===== src/rtl/riscv_v_pkg.sv =====
// Shared vector-unit definitions: vtype layout, sizing constants, LMUL
// decode and the sequencer state encoding.
package riscv_v_pkg;

  localparam int RISCV_V_VLEN             = 128;
  localparam int RISCV_V_NUM_ELEMENTS_REG = RISCV_V_VLEN / 8;
  localparam int RISCV_V_MAX_LMUL         = 8;
  localparam int RISCV_V_VL_W = $clog2(RISCV_V_NUM_ELEMENTS_REG * RISCV_V_MAX_LMUL) + 1;

  // vtype bit positions
  localparam int VTYPE_VILL      = 8;
  localparam int VTYPE_VMA       = 7;
  localparam int VTYPE_VTA       = 6;
  localparam int VTYPE_VSEW_LSB  = 3;
  localparam int VTYPE_VLMUL_LSB = 0;

  typedef struct packed {
    logic       vill;
    logic       vma;
    logic       vta;
    logic [2:0] vsew;
    logic [2:0] vlmul;
  } vtype_t;

  typedef enum logic [2:0] {
    LMUL_1    = 3'd0,
    LMUL_2    = 3'd1,
    LMUL_4    = 3'd2,
    LMUL_8    = 3'd3,
    LMUL_RSVD = 3'd4,
    LMUL_F8   = 3'd5,
    LMUL_F4   = 3'd6,
    LMUL_F2   = 3'd7
  } lmul_e;

  typedef enum logic [0:0] {
    SEQ_IDLE  = 1'b0,
    SEQ_ISSUE = 1'b1
  } seq_state_e;

  // log2 of the register group size; fractional and reserved encodings
  // occupy a single register.
  function automatic logic [1:0] lmul_log2(input logic [2:0] vlmul);
    return vlmul[2] ? 2'd0 : vlmul[1:0];
  endfunction

endpackage


===== src/rtl/riscv_v_lmul_sequencer_if.sv =====
// Instruction-in / micro-op-out bundle of the LMUL sequencer.
//   slave  : sequencer side (takes instructions, produces micro-ops)
//   master : issue/execute side (offers instructions, consumes micro-ops)
interface riscv_v_lmul_sequencer_if;
  localparam int VL_W = riscv_v_pkg::RISCV_V_VL_W;

  logic            in_valid;
  logic            in_ready;
  logic [8:0]      in_vtype;
  logic [VL_W-1:0] in_vl;
  logic [VL_W-1:0] in_vstart;
  logic [4:0]      in_vs1;
  logic [4:0]      in_vs2;
  logic [4:0]      in_vd;
  logic            in_is_reduct;
  logic            flush;
  logic            uop_valid;
  logic            uop_ready;
  logic [4:0]      uop_vs1;
  logic [4:0]      uop_vs2;
  logic [4:0]      uop_vd;
  logic [VL_W-1:0] uop_vl;
  logic [VL_W-1:0] uop_vstart;
  logic            uop_first;
  logic            uop_last;
  logic            done;
  logic            illegal;

  modport slave (
    input  in_valid, in_vtype, in_vl, in_vstart, in_vs1, in_vs2, in_vd,
           in_is_reduct, flush, uop_ready,
    output in_ready, uop_valid, uop_vs1, uop_vs2, uop_vd, uop_vl, uop_vstart,
           uop_first, uop_last, done, illegal
  );

  modport master (
    output in_valid, in_vtype, in_vl, in_vstart, in_vs1, in_vs2, in_vd,
           in_is_reduct, flush, uop_ready,
    input  in_ready, uop_valid, uop_vs1, uop_vs2, uop_vd, uop_vl, uop_vstart,
           uop_first, uop_last, done, illegal
  );
endinterface


===== src/rtl/riscv_v_uop_bounds.sv =====
// Per-register element bounds for a grouped vector access (combinational).
//   vl, vstart : instruction-wide element counts
//   epr_log2   : log2(elements per register)
//   nreg_log2  : log2(registers in the group)
//   idx        : register index within the group
//   uop_vl     : clamp(vl - idx*EPR, 0, EPR)
//   uop_vstart : clamp(vstart - idx*EPR, 0, EPR)
//   first      : vstart / EPR
//   last       : min(NREG, ceil(vl/EPR)) - 1 (0 when vl is 0)
module riscv_v_uop_bounds
  import riscv_v_pkg::*;
#(
  parameter int VL_W = RISCV_V_VL_W
) (
  input  logic [VL_W-1:0] vl,
  input  logic [VL_W-1:0] vstart,
  input  logic [2:0]      epr_log2,
  input  logic [1:0]      nreg_log2,
  input  logic [2:0]      idx,
  output logic [VL_W-1:0] uop_vl,
  output logic [VL_W-1:0] uop_vstart,
  output logic [VL_W-1:0] first,
  output logic [VL_W-1:0] last
);

  logic [VL_W-1:0] epr, base;
  logic [VL_W:0]   regs_used, nregs, span;

  function automatic logic [VL_W-1:0] clamp_rem(input logic [VL_W-1:0] x,
                                                 input logic [VL_W-1:0] b,
                                                 input logic [VL_W-1:0] e);
    if (x <= b)         return '0;
    else if (x - b > e) return e;
    else                return x - b;
  endfunction

  assign epr  = VL_W'(1) << epr_log2;
  assign base = VL_W'(idx) << epr_log2;

  assign uop_vl     = clamp_rem(vl, base, epr);
  assign uop_vstart = clamp_rem(vstart, base, epr);
  assign first      = vstart >> epr_log2;

  // one extra bit so the ceil rounding cannot overflow at vl = max
  assign regs_used = ({1'b0, vl} + {1'b0, epr} - 1'b1) >> epr_log2;
  assign nregs     = (VL_W+1)'(1) << nreg_log2;
  assign span      = (regs_used < nregs) ? regs_used : nregs;
  assign last      = (span == '0) ? '0 : VL_W'(span - 1'b1);

endmodule


===== src/rtl/riscv_v_lmul_sequencer.sv =====
// Breaks an LMUL-grouped vector instruction into one micro-op per register.
//   clk, rst : clock, asynchronous active-low reset
//   bus      : instruction offer (in_*), flush, micro-op stream (uop_*),
//              done / illegal completion pulses
module riscv_v_lmul_sequencer
  import riscv_v_pkg::*;
(
  input  logic                      clk,
  input  logic                      rst,
  riscv_v_lmul_sequencer_if.slave   bus
);

  localparam int VL_W = RISCV_V_VL_W;
  localparam logic [0:0] ST_IDLE  = SEQ_IDLE;
  localparam logic [0:0] ST_ISSUE = SEQ_ISSUE;

  logic [0:0]      state;
  logic [VL_W-1:0] vl_q, vstart_q;
  logic [4:0]      vs1_q, vs2_q, vd_q;
  logic            red_q;
  logic [2:0]      epr_log2_q, idx_q, first_q, last_q;
  logic            done_q, illegal_q;

  vtype_t          vt;
  logic            unused_vtype;
  logic            idle, accept, xfer;
  logic            sew_bad, lmul_rsvd, misaligned, illegal_in, empty_in;
  logic [1:0]      nreg_log2_in;
  logic [2:0]      epr_log2_in;
  logic [4:0]      grp_mask;

  logic [VL_W-1:0] b_vl, b_vstart, b_uop_vl, b_uop_vstart, b_first, b_last;
  logic [2:0]      b_epr, b_idx;

  assign vt           = vtype_t'(bus.in_vtype);
  assign unused_vtype = vt.vma ^ vt.vta;

  assign idle   = (state == ST_IDLE);
  assign accept = bus.in_valid & idle;
  assign xfer   = ~idle & bus.uop_ready;

  assign sew_bad      = vt.vsew > 3'd4;
  assign lmul_rsvd    = lmul_e'(vt.vlmul) == LMUL_RSVD;
  assign nreg_log2_in = lmul_log2(vt.vlmul);
  assign grp_mask     = 5'((5'd1 << nreg_log2_in) - 5'd1);
  // reductions read vs1 and write vd as single registers, so only vs2 is grouped
  assign misaligned   = (|(bus.in_vs2 & grp_mask)) |
                        (~bus.in_is_reduct & ((|(bus.in_vs1 & grp_mask)) |
                                              (|(bus.in_vd  & grp_mask))));
  assign illegal_in   = vt.vill | sew_bad | lmul_rsvd | misaligned;
  assign epr_log2_in  = sew_bad ? 3'd0 : 3'd4 - vt.vsew;

  // One bounds unit: while idle it sizes the offered instruction, while
  // issuing it produces the element window of the current register.
  assign b_vl     = idle ? bus.in_vl     : vl_q;
  assign b_vstart = idle ? bus.in_vstart : vstart_q;
  assign b_epr    = idle ? epr_log2_in   : epr_log2_q;
  assign b_idx    = idle ? 3'd0          : idx_q;

  riscv_v_uop_bounds #(.VL_W(VL_W)) u_bounds (
    .vl         (b_vl),
    .vstart     (b_vstart),
    .epr_log2   (b_epr),
    .nreg_log2  (nreg_log2_in),
    .idx        (b_idx),
    .uop_vl     (b_uop_vl),
    .uop_vstart (b_uop_vstart),
    .first      (b_first),
    .last       (b_last)
  );

  // first > last happens when vstart lies beyond the group (vl > VLMAX);
  // nothing would issue, so it completes like an empty instruction.
  assign empty_in = (bus.in_vl == '0) | (bus.in_vstart >= bus.in_vl) |
                    (b_first > b_last);

  always_ff @(posedge clk or negedge rst) begin
    if (!rst) begin
      state      <= ST_IDLE;
      vl_q       <= '0;
      vstart_q   <= '0;
      vs1_q      <= '0;
      vs2_q      <= '0;
      vd_q       <= '0;
      red_q      <= 1'b0;
      epr_log2_q <= '0;
      idx_q      <= '0;
      first_q    <= '0;
      last_q     <= '0;
      done_q     <= 1'b0;
      illegal_q  <= 1'b0;
    end else begin
      done_q    <= accept & ~bus.flush & ~illegal_in & empty_in;
      illegal_q <= accept & ~bus.flush & illegal_in;
      if (bus.flush) begin
        state <= ST_IDLE;
      end else if (accept & ~illegal_in & ~empty_in) begin
        state      <= ST_ISSUE;
        vl_q       <= bus.in_vl;
        vstart_q   <= bus.in_vstart;
        vs1_q      <= bus.in_vs1;
        vs2_q      <= bus.in_vs2;
        vd_q       <= bus.in_vd;
        red_q      <= bus.in_is_reduct;
        epr_log2_q <= epr_log2_in;
        idx_q      <= b_first[2:0];
        first_q    <= b_first[2:0];
        last_q     <= b_last[2:0];
      end else if (xfer) begin
        if (idx_q == last_q) state <= ST_IDLE;
        else                 idx_q <= idx_q + 3'd1;
      end
    end
  end

  // Outputs are gated by valid so an idle sequencer presents all zeros.
  assign bus.in_ready   = idle;
  assign bus.uop_valid  = ~idle;
  assign bus.uop_vs2    = idle ? '0 : vs2_q + 5'(idx_q);
  assign bus.uop_vs1    = idle ? '0 : (red_q ? vs1_q : vs1_q + 5'(idx_q));
  assign bus.uop_vd     = idle ? '0 : (red_q ? vd_q  : vd_q  + 5'(idx_q));
  assign bus.uop_vl     = idle ? '0 : b_uop_vl;
  assign bus.uop_vstart = idle ? '0 : b_uop_vstart;
  assign bus.uop_first  = ~idle & (idx_q == first_q);
  assign bus.uop_last   = ~idle & (idx_q == last_q);
  assign bus.done       = done_q | (xfer & (idx_q == last_q) & ~bus.flush);
  assign bus.illegal    = illegal_q;

endmodule

===== src/flat_wrapper.sv =====
// flat-port wrapper written by rule: the top's interface ports become plain ports
module riscv_v_lmul_sequencer_flat import riscv_v_pkg::*;
  (clk, rst, bus_in_valid, bus_in_vtype, bus_in_vl, bus_in_vstart, bus_in_vs1, bus_in_vs2, bus_in_vd, bus_in_is_reduct, bus_flush, bus_uop_ready, bus_in_ready, bus_uop_valid, bus_uop_vs1, bus_uop_vs2, bus_uop_vd, bus_uop_vl, bus_uop_vstart, bus_uop_first, bus_uop_last, bus_done, bus_illegal);
  riscv_v_lmul_sequencer_if bus_i ();
  input  logic clk;
  input  logic rst;
  input wire logic [$bits(bus_i.in_valid)-1:0] bus_in_valid;
  input wire logic [$bits(bus_i.in_vtype)-1:0] bus_in_vtype;
  input wire logic [$bits(bus_i.in_vl)-1:0] bus_in_vl;
  input wire logic [$bits(bus_i.in_vstart)-1:0] bus_in_vstart;
  input wire logic [$bits(bus_i.in_vs1)-1:0] bus_in_vs1;
  input wire logic [$bits(bus_i.in_vs2)-1:0] bus_in_vs2;
  input wire logic [$bits(bus_i.in_vd)-1:0] bus_in_vd;
  input wire logic [$bits(bus_i.in_is_reduct)-1:0] bus_in_is_reduct;
  input wire logic [$bits(bus_i.flush)-1:0] bus_flush;
  input wire logic [$bits(bus_i.uop_ready)-1:0] bus_uop_ready;
  output wire logic [$bits(bus_i.in_ready)-1:0] bus_in_ready;
  output wire logic [$bits(bus_i.uop_valid)-1:0] bus_uop_valid;
  output wire logic [$bits(bus_i.uop_vs1)-1:0] bus_uop_vs1;
  output wire logic [$bits(bus_i.uop_vs2)-1:0] bus_uop_vs2;
  output wire logic [$bits(bus_i.uop_vd)-1:0] bus_uop_vd;
  output wire logic [$bits(bus_i.uop_vl)-1:0] bus_uop_vl;
  output wire logic [$bits(bus_i.uop_vstart)-1:0] bus_uop_vstart;
  output wire logic [$bits(bus_i.uop_first)-1:0] bus_uop_first;
  output wire logic [$bits(bus_i.uop_last)-1:0] bus_uop_last;
  output wire logic [$bits(bus_i.done)-1:0] bus_done;
  output wire logic [$bits(bus_i.illegal)-1:0] bus_illegal;
  assign bus_i.in_valid = bus_in_valid;
  assign bus_i.in_vtype = bus_in_vtype;
  assign bus_i.in_vl = bus_in_vl;
  assign bus_i.in_vstart = bus_in_vstart;
  assign bus_i.in_vs1 = bus_in_vs1;
  assign bus_i.in_vs2 = bus_in_vs2;
  assign bus_i.in_vd = bus_in_vd;
  assign bus_i.in_is_reduct = bus_in_is_reduct;
  assign bus_i.flush = bus_flush;
  assign bus_i.uop_ready = bus_uop_ready;
  assign bus_in_ready = bus_i.in_ready;
  assign bus_uop_valid = bus_i.uop_valid;
  assign bus_uop_vs1 = bus_i.uop_vs1;
  assign bus_uop_vs2 = bus_i.uop_vs2;
  assign bus_uop_vd = bus_i.uop_vd;
  assign bus_uop_vl = bus_i.uop_vl;
  assign bus_uop_vstart = bus_i.uop_vstart;
  assign bus_uop_first = bus_i.uop_first;
  assign bus_uop_last = bus_i.uop_last;
  assign bus_done = bus_i.done;
  assign bus_illegal = bus_i.illegal;
  riscv_v_lmul_sequencer u_core (.clk(clk), .rst(rst), .bus(bus_i));
endmodule

===== config.mk =====
export PLATFORM = sky130hd
export DESIGN_NAME = riscv_v_lmul_sequencer_flat
export DESIGN_NICKNAME = d
export VERILOG_FILES = /design/src/rtl/riscv_v_pkg.sv /design/src/rtl/riscv_v_lmul_sequencer_if.sv /design/src/rtl/riscv_v_uop_bounds.sv /design/src/rtl/riscv_v_lmul_sequencer.sv /design/src/flat_wrapper.sv
export SDC_FILE = /design/constraint.sdc
export NUM_CORES = 1
export LEC_CHECK = 0
export BUFFER_PORTS_ARGS = -buffer_cell sky130_fd_sc_hd__buf_2
export CELL_PAD_IN_SITES_DETAIL_PLACEMENT = 1
export CELL_PAD_IN_SITES_GLOBAL_PLACEMENT = 1
export CORE_UTILIZATION = 44
export DETAILED_ROUTE_END_ITERATION = 7
export GPL_TIMING_DRIVEN = 0
export PLACE_DENSITY = 0.94
export SETUP_SLACK_MARGIN = 0.05
export SLEW_MARGIN = 15
export SYNTH_ARGS = -nofsm -noshare
export SYNTH_HDL_FRONTEND = slang
export SYNTH_SLANG_ARGS = --single-unit

===== constraint.sdc =====
create_clock -name clk -period 11.3 [get_ports clk]
set_input_delay 0.565 -clock clk [delete_from_list [all_inputs] [get_ports clk]]
set_output_delay 0.565 -clock clk [all_outputs]
set_load 0.01 [all_outputs]

==> reports/qor_table.md, run 1 <==
| Stage | Quantity | Reported |
|:---|:---|:---|
| logic synthesis | Fraction of registers with async set/reset | 1.000 |
| drt | DR iter-0 viols | 363 |
| sta | Total Negative Setup Slacks | 0 ns |
| worst setup path | Crit start category | primary input |
| logic synthesis | Sequential cell area fraction in the yosys report | 0.2001 |
| clocking | Number of buffers added for setup after CTS | 0 |
| die | Floorplan die height | 117.6 um |
| final layout | Area growth from synthesis to layout | 13.13% |
| sta | Share of the clock period used by the worst path after layout | 0.9604 |
| worst setup path | Worst Setup End Kind | flip-flop |
| logic synthesis | Most area-consuming cells after synthesis | dfrtp_1 (20%), ha_1 (16%), mux2_2 (7.1%) |
| worst setup path | Critical path fanouts, max | 10 |
| worst setup path | Type of the worst setup path | primary input to flip-flop |
| sta | Max transition margin | 0.3668 |
| die | I/O pin total | 83 |
| clocking | Clk sink count | 47 |
| sta | RSZ-0062 raised after global routing | false |
| sta | Number of pins exceeding their max-slew limit in the final report | 0 |
| final layout | Antenna diode count | 0 |
| clocking | # hold bufs at CTS | 0 |
| logic synthesis | Number of synthesized flops with an enable pin | 0 |
| clocking | Cts repair resizes | 0 |
| sta | Fmax | 92.14 MHz |
| logic synthesis | Fraction of post-synthesis cell area in the top cell type by area | 0.2001 |
| die | Row Count | 41 |
| global routing | Number of global-route vias before repair | 6309 |
| clocking | Deepest clock path buffer count | 2 |
| final layout | Finished layout cell area | 6650 um2 |
| final layout | Nets | 940 |
| final layout | Finished Core Util | 0.5185 |
| logic synthesis | Largest area contributor in the synthesized netlist | dfrtp_1 |
| min path | Type of the most critical hold path | primary input to asynchronous set/reset pin |
| sta | Final Critical Period | 10.85 ns |
| global routing | Global-route wire length before repair | 32840 um |
| worst setup path | Slowest CP cell | nor4_2 |
| drt | Routed WL per cell | 20.63 um |
| clocking | Clock tree from TritonCTS | yes |
| placement | Weighted congestion at the end of routability-driven global placement | 0.8654 |
| power | Leak pwr | 0.003160 uW |
| sta | Hold Violations, Final | 0 |
| run status | Status | finished clean |
| logic synthesis | Number of unique standard cell types used by synthesis | 74 |
| drt | Post-detailed-route via-to-cell ratio | 6.111 |
| logic synthesis | Top FF cell, synth | dfrtp_1 |
| global routing | Initial antenna violation count | 0 |
| drt | Post-detailed-routing wire length | 20320 um |
| final layout | Fraction of final layout cells with drive strength greater than 1 | 0.1857 |
| global routing | Pin count of the biggest net entering global routing | 48 |
| logic synthesis | Number of flip-flops and latches in the synthesized netlist | 47 |
| worst setup path | Arrival time of the worst setup path | 11.04 ns |
| die | DIE WIDTH | 117.6 um |
| placement | IO Port Bufs | 80 |
| power | Peak ir drop on the vdd network | 0.1152 mV |
| die | Die footprint | 13830 um2 |
| die | Core outline area | 12820 um2 |
| logic synthesis | Area of the mapped netlist | 5878 um2 |
| placement | Cell Area, Placed | 6497 um2 |
| logic synthesis | Post-Syn Instances | 725 |
| global routing | Global router's overall resource usage | 0.2972 |
| clocking | Count of H-tree levels built during CTS | 2 |
| drt | Number of detailed-route iterations in the first pass | 5 |
| sta | Number of endpoints failing setup at the final stage | 0 |
| clocking | CTS Buf Count | 5 |
| clocking | Root cell of the clock tree | clkbuf_16 |
| global routing | GRT Residual Overflow | 0 |
| sta | Worst hold slack | 0.2911 ns |
| placement | DPL Wire Length | 15580 um |
| clocking | Clock-pin slew of the registers on the worst-case setup and hold paths | 0.07 ns |
| worst setup path | Max stage delay on crit path | 0.68 ns |
| job | Max-cap violation count | 0 |
| worst setup path | Required time of the worst setup path | 11.48 ns |
| logic synthesis | Avg Inst Size Synth | 8.108 um2 |
| power | Total power per unit cell area | 169.1 nW/um2 |
| clocking | Clock latency reported for the late side of the worst-skew pair | 0.31 ns |
| drt | DRC viols | 0 |
| sta | Transition time at the pin with the least slew margin | 0.9412 ns |
| logic synthesis | Synthesis Warnings | 0 |
| drt | Antenna-violating nets left | 0 |
| drt | Total number of vias | 6019 |
| die | Starting Density | 0.4583 |
| worst setup path | Cell occurring most often along the worst timing path | ha_1 |
| sta | Clock Skew | 0.01375 ns |
-- sequential cells by signal, summed over array words and instances (netlist names) --
name,cells
u_core.vs2_q,5
u_core.idx_q,3
u_core.epr_log2_q,3
u_core.red_q,1
u_core.done_q,1
u_core.last_q,3
u_core.bus.illegal,1
u_core.bus.uop_valid,1
u_core.vl_q,8
u_core.vd_q,5
u_core.vs1_q,5
u_core.first_q,3
u_core.vstart_q,8
-- where the power goes --
| group | internal [uW] | switching (uW) | leakage (uW) |
|---|---|---|---|
| logic | 282 | 383 | 0.00249 |
| clock network | 86.8 | 72.2 | 0.0000727 |
| registers | 236 | 65.1 | 0.000593 |
| total | 604 | 520 | 0.00316 |
-- logic make-up (layout without fill, tap and decap cells) --
group	after synthesis	count (layout)	share of synthesized area
buf+inv	90	177	0.05960
simple gates	242	242	0.1999
xor+xnor	23	23	0.03427
compound gates	173	173	0.1988
other cells	1	2	0.0006380
flops	47	47	0.2001
fa+ha+maj	82	82	0.1818
mux	67	67	0.1249
-- worst max-delay path: cells and delay by family --
family / cells / cell delay, ns
AO/OA/AOI/OAI: 14 / 3.02
adder cells (fa/ha/maj): 6 / 1.84
AND/OR/NAND/NOR: 9 / 2.97
multiplexers: 1 / 0.45
buffers and inverters: 8 / 2.19
-- path summary, 6_finish.rpt --
check | start | end | slack, ns | cells past startpoint
min | rst | u_core.first_q[1]$_DFFE_PN0P_ | 0.29 | 1
max reg2reg | u_core.bus.uop_valid$_DFFE_PN0P_ | u_core.epr_log2_q[0]$_DFFE_PN0P_ | 0.66 | 36
max in group asynchronous | rst | u_core.vd_q[3]$_DFFE_PN0P_ | 10.55 | 1
min reg2reg | u_core.vstart_q[5]$_DFFE_PN0P_ | u_core.vstart_q[5]$_DFFE_PN0P_ | 0.51 | 1
max | bus_in_vtype[3] | u_core.epr_log2_q[0]$_DFFE_PN0P_ | 0.45 | 38
min in group clk | bus_in_vd[4] | u_core.vd_q[4]$_DFFE_PN0P_ | 0.48 | 2
-- stage by stage --
step                setup WS, ns  total power [uW]  instances
finish                    0.4471              1124        985
global route             0.08807              1201        985
CTS                       0.3618              1110        985
detailed placement        0.2368             931.1        978
global placement          0.6700             880.5        978
floorplan                  2.402             754.6        726
-- layer usage --
| metal | wire length [um] | global-route usage |
|---|---|---|
| met1 | 8540 | 0.3690 |
| met2 | 9870 | 0.5059 |
| met5 | 0 | 0 |
| met3 | 1016 | 0.03828 |
| met4 | 888 | 0.1474 |
-- cell usage in the layout, fill, tap and decap left out, types with 4 or more instances in the layout --
| cell type | Yosys | routed |
|---|---|---|
| buf_1 | 5 | 5 |
| nor2_1 | 92 | 92 |
| or3_1 | 4 | 4 |
| a31oi_1 | 4 | 4 |
| nand3_1 | 15 | 15 |
| nor2b_1 | 13 | 13 |
| mux2_1 | 4 | 4 |
| mux2i_1 | 25 | 25 |
| nand4_1 | 9 | 9 |
| xor2_1 | 14 | 14 |
| nand2_1 | 45 | 45 |
| o21a_1 | 6 | 6 |
| a21oi_1 | 43 | 43 |
| dfrtp_1 | 47 | 47 |
| a211oi_1 | 12 | 12 |
| o21ai_1 | 5 | 5 |
| clkbuf_1 | 18 | 18 |
| nor3b_1 | 4 | 4 |
| mux2_2 | 37 | 37 |
| nor4_1 | 8 | 7 |
| xnor2_1 | 9 | 9 |
| clkbuf_16 | 0 | 5 |
| o21ai_0 | 30 | 30 |
| a21boi_0 | 11 | 11 |
| a21o_1 | 20 | 20 |
| fa_1 | 6 | 6 |
| ha_1 | 75 | 75 |
| inv_1 | 62 | 62 |
| buf_2 | 4 | 83 |
| and3_1 | 4 | 4 |
| nor3_1 | 20 | 20 |
| nand2b_1 | 7 | 7 |
| o211ai_1 | 5 | 5 |
-- cell usage after synthesis (3+ instances only) --
cell type  count
mux2_1         4
nand2_1       45
nor3b_1        4
nor2_1        92
o21a_1         6
nor3_1        20
o21ai_0       30
o21bai_1       3
and3_1         4
or3_1          4
a31oi_1        4
buf_2          4
a21o_1        20
a31o_2         3
o22ai_1        3
a21boi_0      11
o211ai_1       5
clkbuf_1      18
ha_1          75
nor4_1         8
a211oi_1      12
nand3_1       15
xor2_1        14
o21ai_1        5
mux2i_1       25
o221ai_1       3
dfrtp_1       47
xnor2_1        9
or2_2          3
o31ai_1        3
nor2b_1       13
buf_1          5
fa_1           6
nand2b_1       7
nand4_1        9
and2_1         3
a21oi_1       43
mux2_2        37
inv_1         62
-- final cells by class --
cell class	count	area, um2
clock buffers	6	138.9
clock inverters	1	5.005
fillers	1630	6175
multi-input cells	589	4362
inverters	62	232.7
plain buffers	28	117.6
well taps	172	215.2
repair buffers	80	402.9
flip-flops and latches	47	1176
(Power assumes the default switching activity.)
==> run 2: changes to the inputs <==
--- a/config.mk
+++ b/config.mk
@@ -8,10 +8,11 @@
 export BUFFER_PORTS_ARGS = -buffer_cell sky130_fd_sc_hd__buf_2
 export CELL_PAD_IN_SITES_DETAIL_PLACEMENT = 1
 export CELL_PAD_IN_SITES_GLOBAL_PLACEMENT = 1
+export CORE_MARGIN = 2
 export CORE_UTILIZATION = 44
 export DETAILED_ROUTE_END_ITERATION = 7
 export GPL_TIMING_DRIVEN = 0
-export PLACE_DENSITY = 0.94
+export PLACE_DENSITY = 0.84
 export SETUP_SLACK_MARGIN = 0.05
 export SLEW_MARGIN = 15
 export SYNTH_ARGS = -nofsm -noshare
==> run 2 against run 1 <==
- non-clock buffer count is the same
- clock power shrank 4%
- cell count up 0.51%
- worst hold slack got worse by 0.0070 ns
- routed wire length fell by 1.5%
- setup slack improved by 0.37 ns
- die area grew 3.4%
- register-to-register slack gained 0.37 ns
- critical path type unchanged
- largest cell class unchanged
- highest routed layer unchanged
==> reports/qor_table.md, run 2 (same netlist as run 1, synthesis figures left out) <==
| Stage | Quantity | Reported | Change |
|:---|:---|:---|:---|
| run status | Status | finished clean | unchanged |
| power | Peak ir drop on the vdd network | 0.1099 mV | was 0.1152 mV |
| global routing | Global-route wire length before repair | 31810 um | was 32840 um |
| clocking | # hold bufs at CTS | 0 | unchanged |
| final layout | Fraction of final layout cells with drive strength greater than 1 | 0.1929 | was 0.1857 |
| sta | Worst hold slack | 0.2841 ns | was 0.2911 ns |
| global routing | Global router's overall resource usage | 0.2793 | was 0.2972 |
| clocking | Deepest clock path buffer count | 2 | unchanged |
| final layout | Antenna diode count | 0 | unchanged |
| global routing | Pin count of the biggest net entering global routing | 48 | unchanged |
| placement | Cell Area, Placed | 6502 um2 | was 6497 um2 |
| clocking | Root cell of the clock tree | clkbuf_16 | unchanged |
| worst setup path | Critical path's top delay family | compound AO/OA/AOI/OAI gates | unchanged |
| sta | Number of pins exceeding their max-slew limit in the final report | 0 | unchanged |
| global routing | GRT Residual Overflow | 0 | unchanged |
| die | Row Count | 42 | was 41 |
| drt | Antenna-violating nets left | 0 | unchanged |
| job | Max-cap violation count | 0 | unchanged |
| die | Starting Density | 0.4474 | was 0.4583 |
| clocking | CTS Buf Count | 5 | unchanged |
| drt | Routed WL per cell | 20.22 um | was 20.63 um |
| die | DIE WIDTH | 119.6 um | was 117.6 um |
| power | Total power per unit cell area | 166.3 nW/um2 | was 169.1 nW/um2 |
| sta | Total Negative Setup Slacks | 0 ns | unchanged |
| drt | Post-detailed-routing wire length | 20020 um | was 20320 um |
| clocking | Clk sink count | 47 | unchanged |
| final layout | Nets | 940 | unchanged |
| final layout | Final standard cell count with taps included and fillers excluded | 990 | was 985 |
| placement | IO Port Bufs | 80 | unchanged |
| die | Core outline area | 13140 um2 | was 12820 um2 |
| global routing | Initial antenna violation count | 0 | unchanged |
| clocking | Clock tree from TritonCTS | yes | unchanged |
| sta | Clock Skew | 0.01070 ns | was 0.01375 ns |
| worst setup path | Required time of the worst setup path | 11.48 ns | about the same |
| worst setup path | Type of the worst setup path | primary input to flip-flop | unchanged |
| drt | Total number of vias | 5850 | was 6019 |
| sta | RSZ-0062 raised after global routing | false | unchanged |
| final layout | Finished Core Util | 0.5080 | was 0.5185 |
| placement | DPL Wire Length | 15940 um | was 15580 um |
| drt | Number of detailed-route iterations in the first pass | 5 | unchanged |
| worst setup path | Slowest CP cell | or4b_1 | was nor4_2 |
| worst setup path | Cell occurring most often along the worst timing path | ha_1 | unchanged |
| worst setup path | Max stage delay on crit path | 0.60 ns | was 0.68 ns |
| sta | Final Critical Period | 10.48 ns | was 10.85 ns |
| final layout | Number of fillers in the final layout | 1655 | was 1630 |
| drt | Post-detailed-route via-to-cell ratio | 5.909 | was 6.111 |
| global routing | Number of global-route vias before repair | 6212 | was 6309 |
| final layout | Highest-count cells in the layout ignoring fill and taps | nor2_1 (92), buf_2 (83), ha_1 (75) | unchanged |
| die | I/O pin total | 83 | unchanged |
| placement | Weighted congestion at the end of routability-driven global placement | 0.8999 | was 0.8654 |
| worst setup path | CP Buf/Inv Count | 8 | unchanged |
| min path | Type of the most critical hold path | primary input to asynchronous set/reset pin | unchanged |
| die | Die footprint | 14300 um2 | was 13830 um2 |
| drt | DR iter-0 viols | 304 | was 363 |
| final layout | Most common cell after layout, fill and taps aside | nor2_1 | unchanged |
| final layout | Biggest registers after layout | u_core.vl_q: 8 flops, u_core.vstart_q: 8 flops | unchanged |
| sta | Fmax | 95.40 MHz | was 92.14 MHz |
| clocking | Cts repair resizes | 0 | unchanged |
| worst setup path | Critical path fanouts, max | 10 | unchanged |
| clocking | Count of H-tree levels built during CTS | 2 | unchanged |
| clocking | Clock-pin slew of the registers on the worst-case setup and hold paths | 0.06 ns | was 0.07 ns |
| sta | Max transition margin | 0.4014 | was 0.3668 |
| final layout | Area growth from synthesis to layout | 13.54% | was 13.13% |
| sta | Transition time at the pin with the least slew margin | 0.8896 ns | was 0.9412 ns |
| drt | DRC viols | 0 | unchanged |
| clocking | Number of buffers added for setup after CTS | 0 | unchanged |
| placement | Placed Instances | 982 | was 978 |
| sta | Hold Violations, Final | 0 | unchanged |
| power | Leak pwr | 0.003179 uW | was 0.003160 uW |
| clocking | Clock latency reported for the late side of the worst-skew pair | 0.30 ns | was 0.31 ns |
| worst setup path | Arrival time of the worst setup path | 10.66 ns | was 11.04 ns |
| sta | Share of the clock period used by the worst path after layout | 0.9276 | was 0.9604 |
| sta | Number of endpoints failing setup at the final stage | 0 | unchanged |
| worst setup path | Crit start category | primary input | unchanged |
| die | Floorplan die height | 119.6 um | was 117.6 um |
| worst setup path | Worst Setup End Kind | flip-flop | unchanged |
| final layout | Finished layout cell area | 6674 um2 | was 6650 um2 |
-- run 2: layout make-up --
cell class	instances	area (um2)	share of cell area
buffer	28	122.6	0.01837
clock buffer	5	125.1	0.01875
clock inverter	3	18.77	0.002812
inverter	62	232.7	0.03487
multi-input combinational	589	4375	0.6556
sequential	47	1176	0.1762
tap	176	220.2	0.03300
timing repair buffer	80	402.9	0.06037
-- run 2: worst register-to-register path, delay by kind of cell, from the launching register on --
kind,cells,cell delay (ns)
compound gates,14,3.35
fa+ha+maj,5,1.54
buf+inv,8,1.93
flops,1,0.40
mux,1,0.40
simple gates,8,2.55
-- run 2: path summary, 6_finish.rpt --
path	cells after the start	from	slack, ns	endpoint
worst max-delay path	38	bus_in_vtype[3]	0.82	u_core.vl_q[7]$_DFFE_PN0P_
worst min-delay path	1	rst	0.28	u_core.vl_q[1]$_DFFE_PN0P_
worst max register to register	36	u_core.bus.uop_valid$_DFFE_PN0P_	1.03	u_core.vl_q[7]$_DFFE_PN0P_
worst min register to register	1	u_core.vstart_q[2]$_DFFE_PN0P_	0.52	u_core.vstart_q[2]$_DFFE_PN0P_
max in group asynchronous	1	rst	10.59	u_core.vd_q[1]$_DFFE_PN0P_
min in group clk	2	bus_in_vs1[4]	0.49	u_core.vs1_q[4]$_DFFE_PN0P_
-- run 2: metal layers --
metal	global-route usage	routed length, um
met1	0.3333	8609
met2	0.5014	9967
met4	0.1176	716
met3	0.03755	723
met5	0	0
-- run 2: through the flow --
| step | worst slack, ns | power, uW |
|---|---|---|
| floorplan | 2.402 | 754.6 |
| global route | 0.2281 | 1198 |
| detailed placement | -0.01794 | 935.8 |
| global placement | 0.5655 | 877.3 |
| CTS | 0.2579 | 1101 |
| finish | 0.8176 | 1110 |
-- run 2: power by group --
group	leakage, uW	internal, uW	switching, uW	total (uW)
clock network	0.0000740	82.2	70.0	152
logic	0.00251	279	376	656
registers	0.000593	236	66.0	302
